## src/rtl/sram_ctrl_pkg.sv

```systemverilog
// Shared types for the SRAM port-0 initiator: FSM state encoding and the latched request.
package sram_ctrl_pkg;

    localparam int unsigned SRAM_DATA_W = 32;
    localparam int unsigned SRAM_BE_W   = 4;
    localparam int unsigned SRAM_ADDR_W = 10;
    localparam int unsigned STATE_W     = 2;

    typedef enum logic [STATE_W-1:0] {
        ST_IDLE  = 2'd0,
        ST_ISSUE = 2'd1,
        ST_WAIT  = 2'd2,
        ST_RESP  = 2'd3
    } state_e;

    typedef struct packed {
        logic                   we;
        logic [SRAM_ADDR_W-1:0] addr;
        logic [SRAM_DATA_W-1:0] wdata;
        logic [SRAM_BE_W-1:0]   be;
    } req_t;

endpackage

```

## src/rtl/sram_port0_ctrl.sv

```systemverilog
// Single-outstanding valid/ready initiator for the RW port of the dummy SRAM model.
// Optional address range check enabled by defining SRAM_CTRL_RANGE_CHK_EN.
module sram_port0_ctrl
    import sram_ctrl_pkg::*;
#(
    parameter int unsigned DATA_WIDTH = SRAM_DATA_W,
    parameter int unsigned NUM_WMASKS = SRAM_BE_W,
    parameter int unsigned ADDR_WIDTH = SRAM_ADDR_W,
    parameter int unsigned MEM_WORDS  = 1024
) (
    input  logic                  clk_i,
    input  logic                  rst_i,
    input  logic                  req_valid_i,
    output logic                  req_ready_o,
    input  logic                  req_we_i,
    input  logic [ADDR_WIDTH-1:0] req_addr_i,
    input  logic [DATA_WIDTH-1:0] req_wdata_i,
    input  logic [NUM_WMASKS-1:0] req_be_i,
    output logic                  rsp_valid_o,
    input  logic                  rsp_ready_i,
    output logic [DATA_WIDTH-1:0] rsp_rdata_o,
    output logic                  rsp_err_o,
    output logic                  sram_csb_o,
    output logic                  sram_web_o,
    output logic [NUM_WMASKS-1:0] sram_wmask_o,
    output logic [ADDR_WIDTH-1:0] sram_addr_o,
    output logic [DATA_WIDTH-1:0] sram_din_o,
    input  logic [DATA_WIDTH-1:0] sram_dout_i
);

    // Reject configurations the request struct or byte lanes cannot represent.
    if (DATA_WIDTH != 8 * NUM_WMASKS || DATA_WIDTH > SRAM_DATA_W || NUM_WMASKS > SRAM_BE_W ||
        ADDR_WIDTH > SRAM_ADDR_W || 64'(MEM_WORDS) > (64'd1 << ADDR_WIDTH)) begin : g_cfg_err
        $error("sram_port0_ctrl: illegal parameter combination");
    end

    state_e                state_q;
    req_t                  req_q;
    logic                  csb_q;
    logic                  web_q;
    logic                  ready_q;
    logic                  rsp_valid_q;
    logic [DATA_WIDTH-1:0] rsp_rdata_q;
    logic                  rsp_err_q;
    logic                  accept_c;

    assign accept_c = req_valid_i & ready_q;

`ifdef SRAM_CTRL_RANGE_CHK_EN
    logic range_err_c;
    assign range_err_c = ({1'b0, req_addr_i} >= (ADDR_WIDTH + 1)'(MEM_WORDS));
`endif

    // Request register doubles as the SRAM pin register; be is cleared outside ISSUE.
    always_ff @(posedge clk_i) begin
        if (rst_i) begin
            state_q     <= ST_IDLE;
            req_q       <= '0;
            csb_q       <= 1'b1;
            web_q       <= 1'b1;
            ready_q     <= 1'b0;
            rsp_valid_q <= 1'b0;
            rsp_rdata_q <= '0;
            rsp_err_q   <= 1'b0;
        end else begin
            unique case (state_q)
                ST_IDLE: begin
                    ready_q <= 1'b1;
                    if (accept_c) begin
                        ready_q <= 1'b0;
`ifdef SRAM_CTRL_RANGE_CHK_EN
                        if (range_err_c) begin
                            state_q     <= ST_RESP;
                            rsp_valid_q <= 1'b1;
                            rsp_rdata_q <= '0;
                            rsp_err_q   <= 1'b1;
                        end else
`endif
                        begin
                            state_q     <= ST_ISSUE;
                            csb_q       <= 1'b0;
                            web_q       <= ~req_we_i;
                            req_q.we    <= req_we_i;
                            req_q.addr  <= SRAM_ADDR_W'(req_addr_i);
                            req_q.wdata <= SRAM_DATA_W'(req_wdata_i);
                            req_q.be    <= req_we_i ? SRAM_BE_W'(req_be_i) : '0;
                        end
                    end
                end
                ST_ISSUE: begin
                    csb_q    <= 1'b1;
                    web_q    <= 1'b1;
                    req_q.be <= '0;
                    if (req_q.we) begin
                        state_q     <= ST_RESP;
                        rsp_valid_q <= 1'b1;
                        rsp_rdata_q <= '0;
                        rsp_err_q   <= 1'b0;
                    end else begin
                        state_q <= ST_WAIT;
                    end
                end
                // dout0 settles on the mid-cycle negedge, so it is stable here.
                ST_WAIT: begin
                    state_q     <= ST_RESP;
                    rsp_valid_q <= 1'b1;
                    rsp_rdata_q <= sram_dout_i;
                    rsp_err_q   <= 1'b0;
                end
                ST_RESP: begin
                    if (rsp_ready_i) begin
                        state_q     <= ST_IDLE;
                        rsp_valid_q <= 1'b0;
                        ready_q     <= 1'b1;
                    end
                end
                default: begin
                    state_q <= ST_IDLE;
                end
            endcase
        end
    end

    assign req_ready_o  = ready_q;
    assign rsp_valid_o  = rsp_valid_q;
    assign rsp_rdata_o  = rsp_rdata_q;
    assign rsp_err_o    = rsp_err_q;
    assign sram_csb_o   = csb_q;
    assign sram_web_o   = web_q;
    assign sram_wmask_o = NUM_WMASKS'(req_q.be);
    assign sram_addr_o  = ADDR_WIDTH'(req_q.addr);
    assign sram_din_o   = DATA_WIDTH'(req_q.wdata);

endmodule
```

## config.mk

```make
export PLATFORM = sky130hd
export DESIGN_NAME = sram_port0_ctrl
export DESIGN_NICKNAME = d
export VERILOG_FILES = /design/src/rtl/sram_ctrl_pkg.sv /design/src/rtl/sram_port0_ctrl.sv
export SDC_FILE = /design/constraint.sdc
export NUM_CORES = 1
export LEC_CHECK = 0
export BUFFER_PORTS_ARGS = -buffer_cell sky130_fd_sc_hd__buf_2
export CORE_MARGIN = 2
export CORE_UTILIZATION = 51
export CTS_BUF_LIST = sky130_fd_sc_hd__clkbuf_8
export DETAILED_ROUTE_END_ITERATION = 8
export GPL_TIMING_DRIVEN = 0
export HOLD_SLACK_MARGIN = 0.15
export PLACE_DENSITY = 0.87
export SYNTH_ARGS = -nofsm -noshare
export SYNTH_HDL_FRONTEND = slang
export SYNTH_SLANG_ARGS = --single-unit
```

## constraint.sdc

```tcl
create_clock -name clk_i -period 3 [get_ports clk_i]
set_input_delay 0.45 -clock clk_i [delete_from_list [all_inputs] [get_ports clk_i]]
set_output_delay 0.45 -clock clk_i [all_outputs]
set_load 0.02 [all_outputs]
```

Yosys cells after proc, flatten, opt, wreduce, memory -nomap -nowiden
Index checks and enable logic that the tools add are counted.

Bits in registers: 86. Bits of input ports: 83. Output and inout bits: 83. Logic and storage cells: 51.

Equal/unequal tests: 6. Mux-type cells: 21. Bitwise gates (word level): 2. Reductions and logical operators: 11.

Operators with widths (count): $pmux 32 s2 (1); $mux 32 (1); $reduce_and 2->1 (5); $mux 1 (8); $mux 4 (2); $pmux 1 s2 (4); $pmux 2 s4 (1); $pmux 4 s2 (1); $ne 2x2->1 const B (3); $reduce_bool 2->1 (3); $eq 2x2->1 const B (2); $mux 2 (2); $pmux 1 s3 (1); $reduce_and 3->1 (1); $reduce_bool 3->1 (1); $eq 2x1->1 const B (1); $logic_not 2->1 (1); $and 1x1->1 (1); $not 1->1 (1).

Depth between registers and ports, before layout
Gate-level depths: netlist of the first run.

Depth after elaboration: 3. Gate-level depth with buffers: 7. Mapped depth without buffers: 5.

Least setup slack after synthesis of the first run
OpenSTA, ideal clock, no wires.

Kind: reg-to-reg. Start: register state_q[0]. End: register req_q, in the netlist sram_addr_o[0]. Setup time: 0.132 ns. Arrival: 1.315 ns. Required time: 2.868 ns. Path slack: 1.552 ns. Stages on the path, launching flop included: 8. Buffers on the path: 2. Period minus slack after synthesis: 1.448 ns. Cell sequence: dfxtp_1 -> inv_1 -> ha_1 -> and3_1 -> buf_4 -> buf_4 -> nand2_1 -> a21oi_1.

Word-level cells in the longest chain between the ends: 2.

Ends and longest elaborated chain: from (decl) (RTL line sram_port0_ctrl.sv:37) `state_e state_q;`; from (signal assigned) (RTL line sram_port0_ctrl.sv:57) `state_q <= ST_IDLE;`; from (signal assigned) (RTL line sram_port0_ctrl.sv:80) `state_q <= ST_ISSUE;`; from (signal assigned) (RTL line sram_port0_ctrl.sv:95) `state_q <= ST_RESP;`; $logic_not 2->1 (RTL line sram_port0_ctrl.sv:66) `unique case (state_q)`; $reduce_and 2->1 (no line); to (decl) (RTL line sram_port0_ctrl.sv:38) `req_t req_q;`.

No other way between the ends. A chain may end at the register's enable or synchronous reset.

Worst setup path in the final report of the first run
Start: register state_q[0]. End: register rsp_rdata_q[26] (netlist: rsp_rdata_o[26]).

Word-level cells in the longest chain between the ends: 3. Elaborated cells between the ends (all ways): 6. Those cells by class: eq/ne (3); mux (1); reduce/logical (2).

Ends and longest elaborated chain: $eq 2x1->1 / $eq 2x2->1 (equally long branches) (RTL line sram_port0_ctrl.sv:66); $ne 2x2->1 (no line) / $reduce_bool 2->1 (equally long branches); $reduce_and 2->1 (no line); to (signal assigned) (RTL line sram_port0_ctrl.sv:107) `rsp_rdata_q <= sram_dout_i;`; to (decl) (RTL line sram_port0_ctrl.sv:43) `logic [DATA_WIDTH-1:0] rsp_rdata_q;`.

Several ways; a longest one is shown, not always the timed one.

==> results of run 1 <==
-- cell families (layout without fill, tap and decap cells) --
| kind of cell | after synthesis | count (layout) | synth area share, % |
|---|---|---|---|
| adders and majority gates | 6 | 6 | 2.15 |
| other | 1 | 1 | 0.108 |
| DFF | 85 | 85 | 48.8 |
| AOI/OAI and AO/OA | 94 | 94 | 18.1 |
| and+or+nand+nor | 138 | 138 | 16.0 |
| buffers and inverters | 80 | 260 | 14.4 |
| muxes | 1 | 1 | 0.395 |
-- where the power goes --
| part | switching, mW | leakage, nW | internal (mW) |
|---|---|---|---|
| logic | 0.878 | 1.43 | 0.575 |
| clock network | 0.406 | 0.111 | 0.466 |
| registers | 0.112 | 0.690 | 1.33 |
-- layout make-up --
cell class / count / share of cell area, %
repair buffers: 164 / 17.8
flip-flops and latches: 85 / 36.8
clock buffers: 9 / 2.68
inverters: 3 / 0.244
multi-input cells: 240 / 27.7
plain buffers: 77 / 10.6
clock inverters: 7 / 1.95
well taps: 80 / 2.17
-- worst max-delay path: stages (launching register included) --
cell and delay, ns:
dfxtp_1 0.40, inv_1 0.13, ha_1 0.22, clkbuf_1 0.17, mux2i_2 0.30, buf_2 0.28, a32oi_1 0.08, nor2_1 0.14
-- metrics by stage --
step                power, mW  hold WS, ns
floorplan                2.49        0.437
global placement         2.86        0.442
detailed placement       2.91        0.447
CTS                      3.79        0.322
global route             3.98        0.323
finish                   3.76        0.329
-- layout by cell type (no fill, tap or decap), drive strengths merged --
| master | count |
|---|---|
| a21bo | 1 |
| or2 | 1 |
| dfxtp | 85 |
| a31o | 2 |
| o211ai | 5 |
| buf | 228 |
| nand3b | 1 |
| clkinv | 2 |
| a32oi | 32 |
| conb | 1 |
| nand2 | 87 |
| nor2 | 34 |
| nor4b | 1 |
| nand3 | 5 |
| a21oi | 49 |
| inv | 5 |
| a221oi | 1 |
| nor4 | 1 |
| clkbuf | 22 |
| nand2b | 3 |
| a31oi | 1 |
| nor2b | 2 |
| nor3 | 1 |
| and3 | 1 |
| mux2i | 1 |
| ha | 6 |
| clkinvlp | 1 |
| bufinv | 2 |
| o21ai | 1 |
| a211oi | 2 |
| and2 | 1 |
-- flip-flops by register name, summed over array words and instances (netlist names), 2 cells and up --
register	flops
sram_din_o	32
state_q	2
rsp_rdata_o	32
sram_addr_o	10
sram_wmask_o	4
-- metal layers --
layer	GRT usage, %	wire [um]
met1	26.7	3880
met2	40.3	4220
met3	5.81	628
met4	8.38	129
met5	0	13
-- worst max path at each step --
| stage | depth (start not counted) | slack, ns | to | from |
|---|---|---|---|---|
| finish | 7 | 1.21 | rsp_rdata_o[26] | state_q[0] |
| global route | 7 | 1.03 | rsp_rdata_o[22] | state_q[0] |
| CTS | 7 | 1.21 | rsp_rdata_o[26] | state_q[0] |
| detailed placement | 7 | 1.26 | rsp_rdata_o[26] | state_q[0] |
| global placement | 7 | 1.30 | rsp_rdata_o[18] | state_q[0] |
| floorplan | 7 | 1.55 | sram_addr_o[0] | state_q[0] |
==> impl_metrics.json, run 1 <==
{
  "cts_buffer_depth": 2,
  "p_leak_nw": 2.23,
  "grt_first_pass_wirelength_mm": 13.7,
  "setup_viol": 0,
  "netlist_instances": 405,
  "yosysTopAreaCellShare_pct": 48.8,
  "worstSetupStartpointType": "flop",
  "finalSetupTns_ns": 0,
  "path_clk_slew_ns": 0.08,
  "dieArea_mm2": 0.00751,
  "overflow": 0,
  "postLayoutSetupSlackWorst_ns": 1.21,
  "r2r-start": "state_q[0]",
  "maxSlewViolCount": 0,
  "cts_tree": "built",
  "grt_setup_unrepaired": "no",
  "num_rows": 30,
  "worstRegToRegCells": 7,
  "status": "finished clean",
  "fin_util_pct": 68.8,
  "antenna_found_initial": 1,
  "synth_edf_count": 0,
  "fin_cells": 665,
  "min_period_ns": 1.79,
  "critPathCaptureType": "flop",
  "cts_setup_buffers": 0,
  "min_path_type": "primary input to flop",
  "maxCapViolCount": 0,
  "cp_data_arrival_time_ns": 2.07,
  "ios": 166,
  "firstDrtPassIters": 4,
  "critical_path_required_ns": 3.28,
  "r2r_end": "rsp_rdata_o[26]",
  "place_area_mm2": 0.00441,
  "fin_nets": 669,
  "drt_wl_total_mm": 8.87,
  "vias_per_cell": 5.08,
  "numCtsBuffers": 9,
  "regArea_mm2": 0.00170,
  "wl_per_cell_um": 13.3,
  "ys_ff_latch": 85,
  "syn-cell-area_mm2": 0.00348,
  "gp_congestion": 0.812,
  "n_antenna_cell": 0,
  "clkSinkCount": 85,
  "drt_iter0_drc": 118,
  "dp_hpwl_mm": 6.59,
  "grt_max_degree": 15,
  "coreArea_mm2": 0.00672,
  "power_density_mw_per_mm2": 815,
  "syn_to_final_growth_pct": 32.6,
  "synthTopCellsByCount": "nand2_1, dfxtp_1, buf_4",
  "rrSetupSlack_ns": 1.21,
  "drc": 0,
  "cts_resized": 0,
  "io_buffers": 164,
  "antenna_left": 0,
  "min_from": "req_wdata_i[1]",
  "h-tree-depth": 3,
  "grt_usage_pct": 22.9,
  "yosysMostFrequentCell": "nand2_1",
  "worstSkewPairLatency_ns": 0.35,
  "hold_depth": 3,
  "yosys.area.top_type": "dfxtp_1",
  "crit_path_max_fanout": 10,
  "grt_pass1_vias": 3131,
  "fill_cells": 550,
  "critPathKind": "flop to flop",
  "hold_viol": 0,
  "avgSynthCellArea_um2": 8.60,
  "placed_cells_incl_taps": 649,
  "hold_end": "sram_din_o[1]",
  "die_y_um": 86.7,
  "final_area_mm2": 0.00462,
  "place_ws_ns": 1.26,
  "yosys_warnings": 0,
  "cts-root-buf": "clkbuf_8",
  "synth.area.top_cells": "dfxtp_1, buf_4, nand2_1",
  "synth_fp_nets": 494,
  "via_count": 3379,
  "fin_crit_sh_pct": 59.5,
  "synth.distinct_cells": 30,
  "max_clock_freq_ghz": 0.560,
  "die_x_um": 86.7,
  "hold_buffers": 0,
  "yosysSeqAreaShare_pct": 48.8,
  "synthFlopType": "dfxtp_1",
  "layout-drive-gt1-share_pct": 42.1,
  "multi_input_area_mm2": 0.00128,
  "async_flop_share_pct": 0,
  "start_util_pct": 51.9,
  "finClkSkew_ns": 0.00740,
  "vdd_drop_max_uv": 399
}
Note: power is estimated with default switching activity, not from simulation.
==> run 2: changes to the inputs <==
- CORE_UTILIZATION: 51 -> 48
- PLACE_DENSITY: 0.87 -> 0.82
- clock period: 3 -> 1.8 ns (I/O delays scaled with it)
==> impl_metrics.json, run 2 (synthesis results as in run 1) <==
{
  "status": "finished clean",
  "final_area_mm2": 0.00491,
  "critical_path_required_ns": 2.07,
  "die_x_um": 89.2,
  "grt_usage_pct": 21.9,
  "max_clock_freq_ghz": 0.585,
  "via_count": 3390,
  "hold_depth": 3,
  "crit_path_max_fanout": 10,
  "setup_viol": 0,
  "worstSkewPairLatency_ns": 0.34,
  "fin_nets": 691,
  "dieArea_mm2": 0.00796,
  "fin_util_pct": 68.8,
  "finClkSkew_ns": 0.0128,
  "maxSlewViolCount": 0,
  "layout-drive-gt1-share_pct": 41.5,
  "h-tree-depth": 3,
  "slowest_delay_ns": 0.37,
  "wl_per_cell_um": 13.0,
  "hold_viol": 0,
  "antenna_found_initial": 0,
  "ios": 166,
  "grt_setup_unrepaired": "yes",
  "min_period_ns": 1.71,
  "numCtsBuffers": 9,
  "rrSetupSlack_ns": 0.09,
  "drc": 0,
  "drt_wl_total_mm": 9.20,
  "maxCapViolCount": 0,
  "vdd_drop_max_uv": 743,
  "worstRegToRegCells": 6,
  "clkSinkCount": 85,
  "max_slew_margin_pct": 64.0,
  "layout_common_cells": "buf_2, nand2_1, dfxtp_1",
  "worstSetupStartpointType": "flop",
  "grt_first_pass_wirelength_mm": 13.8,
  "fin_crit_sh_pct": 95.0,
  "num_rows": 31,
  "coreArea_mm2": 0.00714,
  "path_clk_slew_ns": 0.09,
  "cts_tree": "built",
  "grt_pass1_vias": 3166,
  "n_antenna_cell": 0,
  "r2r-start": "state_q[1]",
  "finalPower_mw": 6.40,
  "start_util_pct": 48.8,
  "die_y_um": 89.2,
  "cp_data_arrival_time_ns": 1.98,
  "cts_buffer_depth": 2,
  "critPathKind": "flop to flop",
  "overflow": 0,
  "slowest_stage": "mux2i_4",
  "cts_setup_buffers": 0,
  "syn_to_final_growth_pct": 40.9,
  "min_path_type": "primary input to flop",
  "path_cells": "inv_1 -> ha_1 -> mux2i_4 -> clkbuf_4 -> a32oi_1 -> nor2_1",
  "worstMarginPinSlew_ns": 0.540,
  "holdWs_ns": 0.169,
  "firstDrtPassIters": 4,
  "antenna_left": 0,
  "io_buffers": 164,
  "min_from": "req_wdata_i[31]",
  "place_area_mm2": 0.00443,
  "cts-root-buf": "clkbuf_8",
  "cp.buffers_inverters": 2,
  "critPathCaptureType": "flop",
  "hold_end": "sram_din_o[31]",
  "grt_max_degree": 15,
  "layout_commonest_cell": "buf_2",
  "finalSetupTns_ns": 0,
  "vias_per_cell": 4.80,
  "dp_hpwl_mm": 6.53,
  "power_density_mw_per_mm2": 1300,
  "r2r_end": "rsp_rdata_o[29]",
  "p_leak_nw": 2.35,
  "cp_top_family": "buffers and inverters",
  "drt_iter0_drc": 87,
  "gp_congestion": 0.813
}
run 2: cell count changes in the layout (fill, tap and decap cells not counted), sizes merged:
cell,change
dlygate4sd3,+23
clkbuf,+3
buf,-2
inv,-2
clkinv,+1
clkinvlp,-1
run 2: area by class of cell:
cell class / count / area, um2
Sequential cell: 85 / 1700
Timing Repair Buffer: 187 / 1050
Inverter: 3 / 11.3
Fill cell: 612 / 2230
Clock inverter: 5 / 82.6
Multi-Input combinational cell: 240 / 1290
Buffer: 76 / 497
Tap cell: 99 / 124
Clock buffer: 11 / 151
run 2: layer usage:
layer	vias to the layer above	GRT usage [%]	share of wire [%]
met1	1542	25.9	43
met5	-	0	0
met4	0	8.68	0.67
met2	118	37.9	50
met3	8	5.45	7.1
li1	1722	-	-
run 2: stage by stage:
step | setup slack, ns | std cells
after global routing | -0.0619 | 706
final | 0.0902 | 706
after global placement | 0.0489 | 668
after floorplan | 0.352 | 405
after detailed placement | -0.0184 | 668
after CTS | 0.0457 | 706
run 2: where the power goes:
part	internal (mW)	switching, mW	leakage (nW)	total (mW)
clock	0.860	0.660	0.120	1.52
sequential	2.21	0.185	0.690	2.40
combinational	1.01	1.47	1.54	2.49
total	4.09	2.32	2.35	6.40
run 2: worst register-to-register path, delay by kind of cell, from the launching register on:
kind | cells | cell delay, ns
buf+inv | 2 | 0.41
mux | 1 | 0.37
flops | 1 | 0.35
fa+ha+maj | 1 | 0.35
simple gates | 1 | 0.11
compound gates | 1 | 0.06
run 2: worst max path at each step:
| stage | from | end | slack [ns] | cells after the start |
|---|---|---|---|---|
| 2_1_floorplan | state_q[0] | sram_addr_o[0] | 0.35 | 7 |
| 3_3_place_gp | state_q[0] | rsp_rdata_o[21] | 0.05 | 7 |
| 3_5_place_dp | state_q[0] | rsp_rdata_o[29] | -0.02 | 7 |
| 4_1_cts | state_q[0] | sram_din_o[5] | 0.05 | 6 |
| 5_1_grt | state_q[1] | rsp_rdata_o[27] | -0.06 | 6 |
| 6_report | state_q[1] | rsp_rdata_o[29] | 0.09 | 6 |
run 2: what timing repair did:
item / CTS / global route
setup endpoints to repair: 30 / 70
hold endpoints to repair: 22 / 1
resized for setup: 1 / 11
hold buffers: 22 / 1
==> run 3: changes to the inputs <==
- CORE_UTILIZATION: 48 -> 46
- CTS_BUF_LIST: sky130_fd_sc_hd__clkbuf_8 -> unset
- MAX_ROUTING_LAYER: unset -> met4
- PLACE_DENSITY: 0.82 -> 0.79
==> impl_metrics.json, run 3 (synthesis results as in run 1) <==
{
  "status": "finished clean",
  "path_clk_slew_ns": 0.08,
  "finClkSkew_ns": 0.0132,
  "maxCapViolCount": 0,
  "vias_per_cell": 4.84,
  "coreArea_mm2": 0.00729,
  "wl_per_cell_um": 13.3,
  "firstDrtPassIters": 4,
  "place_area_mm2": 0.00443,
  "clkSinkCount": 85,
  "syn_to_final_growth_pct": 38.9,
  "critPathCaptureType": "flop",
  "critical_path_required_ns": 2.02,
  "cts_setup_buffers": 0,
  "start_util_pct": 47.8,
  "critPathKind": "flop to flop",
  "fin_nets": 685,
  "dieArea_mm2": 0.00829,
  "finalSetupTns_ns": 0,
  "ios": 166,
  "die_x_um": 91.0,
  "n_antenna_cell": 0,
  "min_period_ns": 1.68,
  "crit_path_max_fanout": 10,
  "via_count": 3388,
  "layout-drive-gt1-share_pct": 42.1,
  "setup_viol": 0,
  "drt_wl_total_mm": 9.31,
  "grt_max_degree": 15,
  "drc": 0,
  "grt_setup_unrepaired": "no",
  "antenna_left": 0,
  "worstSetupStartpointType": "flop",
  "hold_viol": 0,
  "grt_usage_pct": 22.8,
  "vdd_drop_max_uv": 663,
  "h-tree-depth": 3,
  "grt_first_pass_wirelength_mm": 15.2,
  "max_slew_margin_pct": 66.5,
  "antenna_found_initial": 0,
  "worstMarginPinSlew_ns": 0.502,
  "cts_tree": "built",
  "cts-root-buf": "clkbuf_8",
  "layout_common_cells": "buf_2, nand2_1, dfxtp_1",
  "rrSetupSlack_ns": 0.12,
  "p_leak_nw": 2.32,
  "fin_crit_sh_pct": 93.5,
  "cp_data_arrival_time_ns": 1.91,
  "num_rows": 31,
  "final_area_mm2": 0.00484,
  "dp_hpwl_mm": 6.70,
  "place_ws_ns": 0.00119,
  "io_buffers": 164,
  "overflow": 0,
  "layout_commonest_cell": "buf_2",
  "min_path_type": "primary input to flop",
  "postLayoutSetupSlackWorst_ns": 0.117,
  "gp_congestion": 0.781,
  "cts_buffer_depth": 2,
  "die_y_um": 91.0,
  "drt_iter0_drc": 111,
  "power_density_mw_per_mm2": 1320,
  "grt_pass1_vias": 3354,
  "maxSlewViolCount": 0,
  "worstSkewPairLatency_ns": 0.35,
  "numCtsBuffers": 9,
  "max_clock_freq_ghz": 0.594
}
==> run 3: cell count changes in the layout (fill, tap and decap cells not counted), sizes merged <==
cell / delta
inv: +1
buf: +1
clkinvlp: +1
clkbuf: -1
dlygate4sd3: -6
clkinv: -2
==> run 3: repair_timing <==
item,4_1_cts,5_1_grt
endpoints found under the setup margin,6,55
endpoints found under the hold margin,16,1
gates resized for setup,1,14
hold buffers,16,1
==> run 3: stage by stage <==
step           hold WS [ns]  total power [mW]  util (%)  std cells
2_1_floorplan         0.402              4.14         -        405
3_3_place_gp          0.442              4.78      60.7        668
3_5_place_dp          0.447              4.86      60.7        668
4_1_cts               0.151              6.40      66.1        700
5_1_grt               0.163              6.78      66.4        700
6_report              0.156              6.38      66.4        700
==> run 3: worst paths after layout <==
check | endpoint | startpoint | cells after the start
min | sram_din_o[20] | req_wdata_i[20] | 3
max reg2reg | sram_addr_o[8] | state_q[0] | 7
min reg2reg | sram_addr_o[3] | sram_addr_o[3] | 2
max | sram_addr_o[8] | state_q[0] | 7
==> run 3: metal layers <==
metal,global-route usage (%),vias up,part of all wire (%)
met2,39.0,124,49
li1,-,1714,-
met4,7.70,0,1.6
met5,-,-,0
met3,4.81,15,6.8
met1,26.7,1535,43
==> run 3: layout make-up <==
class                      count  area [um2]
buffer                        76         497
clock buffer                  11         141
clock inverter                 5        81.3
fill                         669        2450
inverter                       3        11.3
multi-input combinational    240        1290
sequential                    85        1700
tap                           99         124
timing repair buffer         181         991
==> run 3: critical path, cell delays in order (launching register included) <==
cell and delay, ns:
dfxtp_1 0.40, inv_1 0.14, ha_1 0.28, and3_1 0.23, buf_4 0.18, buf_4 0.18
nand2_1 0.10, a21oi_1 0.06
==> run 3: report_power, final <==
group	leakage, nW	switching [mW]	internal, mW
clock	0.110	0.661	0.823
combinational	1.52	1.48	1.01
sequential	0.690	0.192	2.21
total	2.32	2.34	4.04
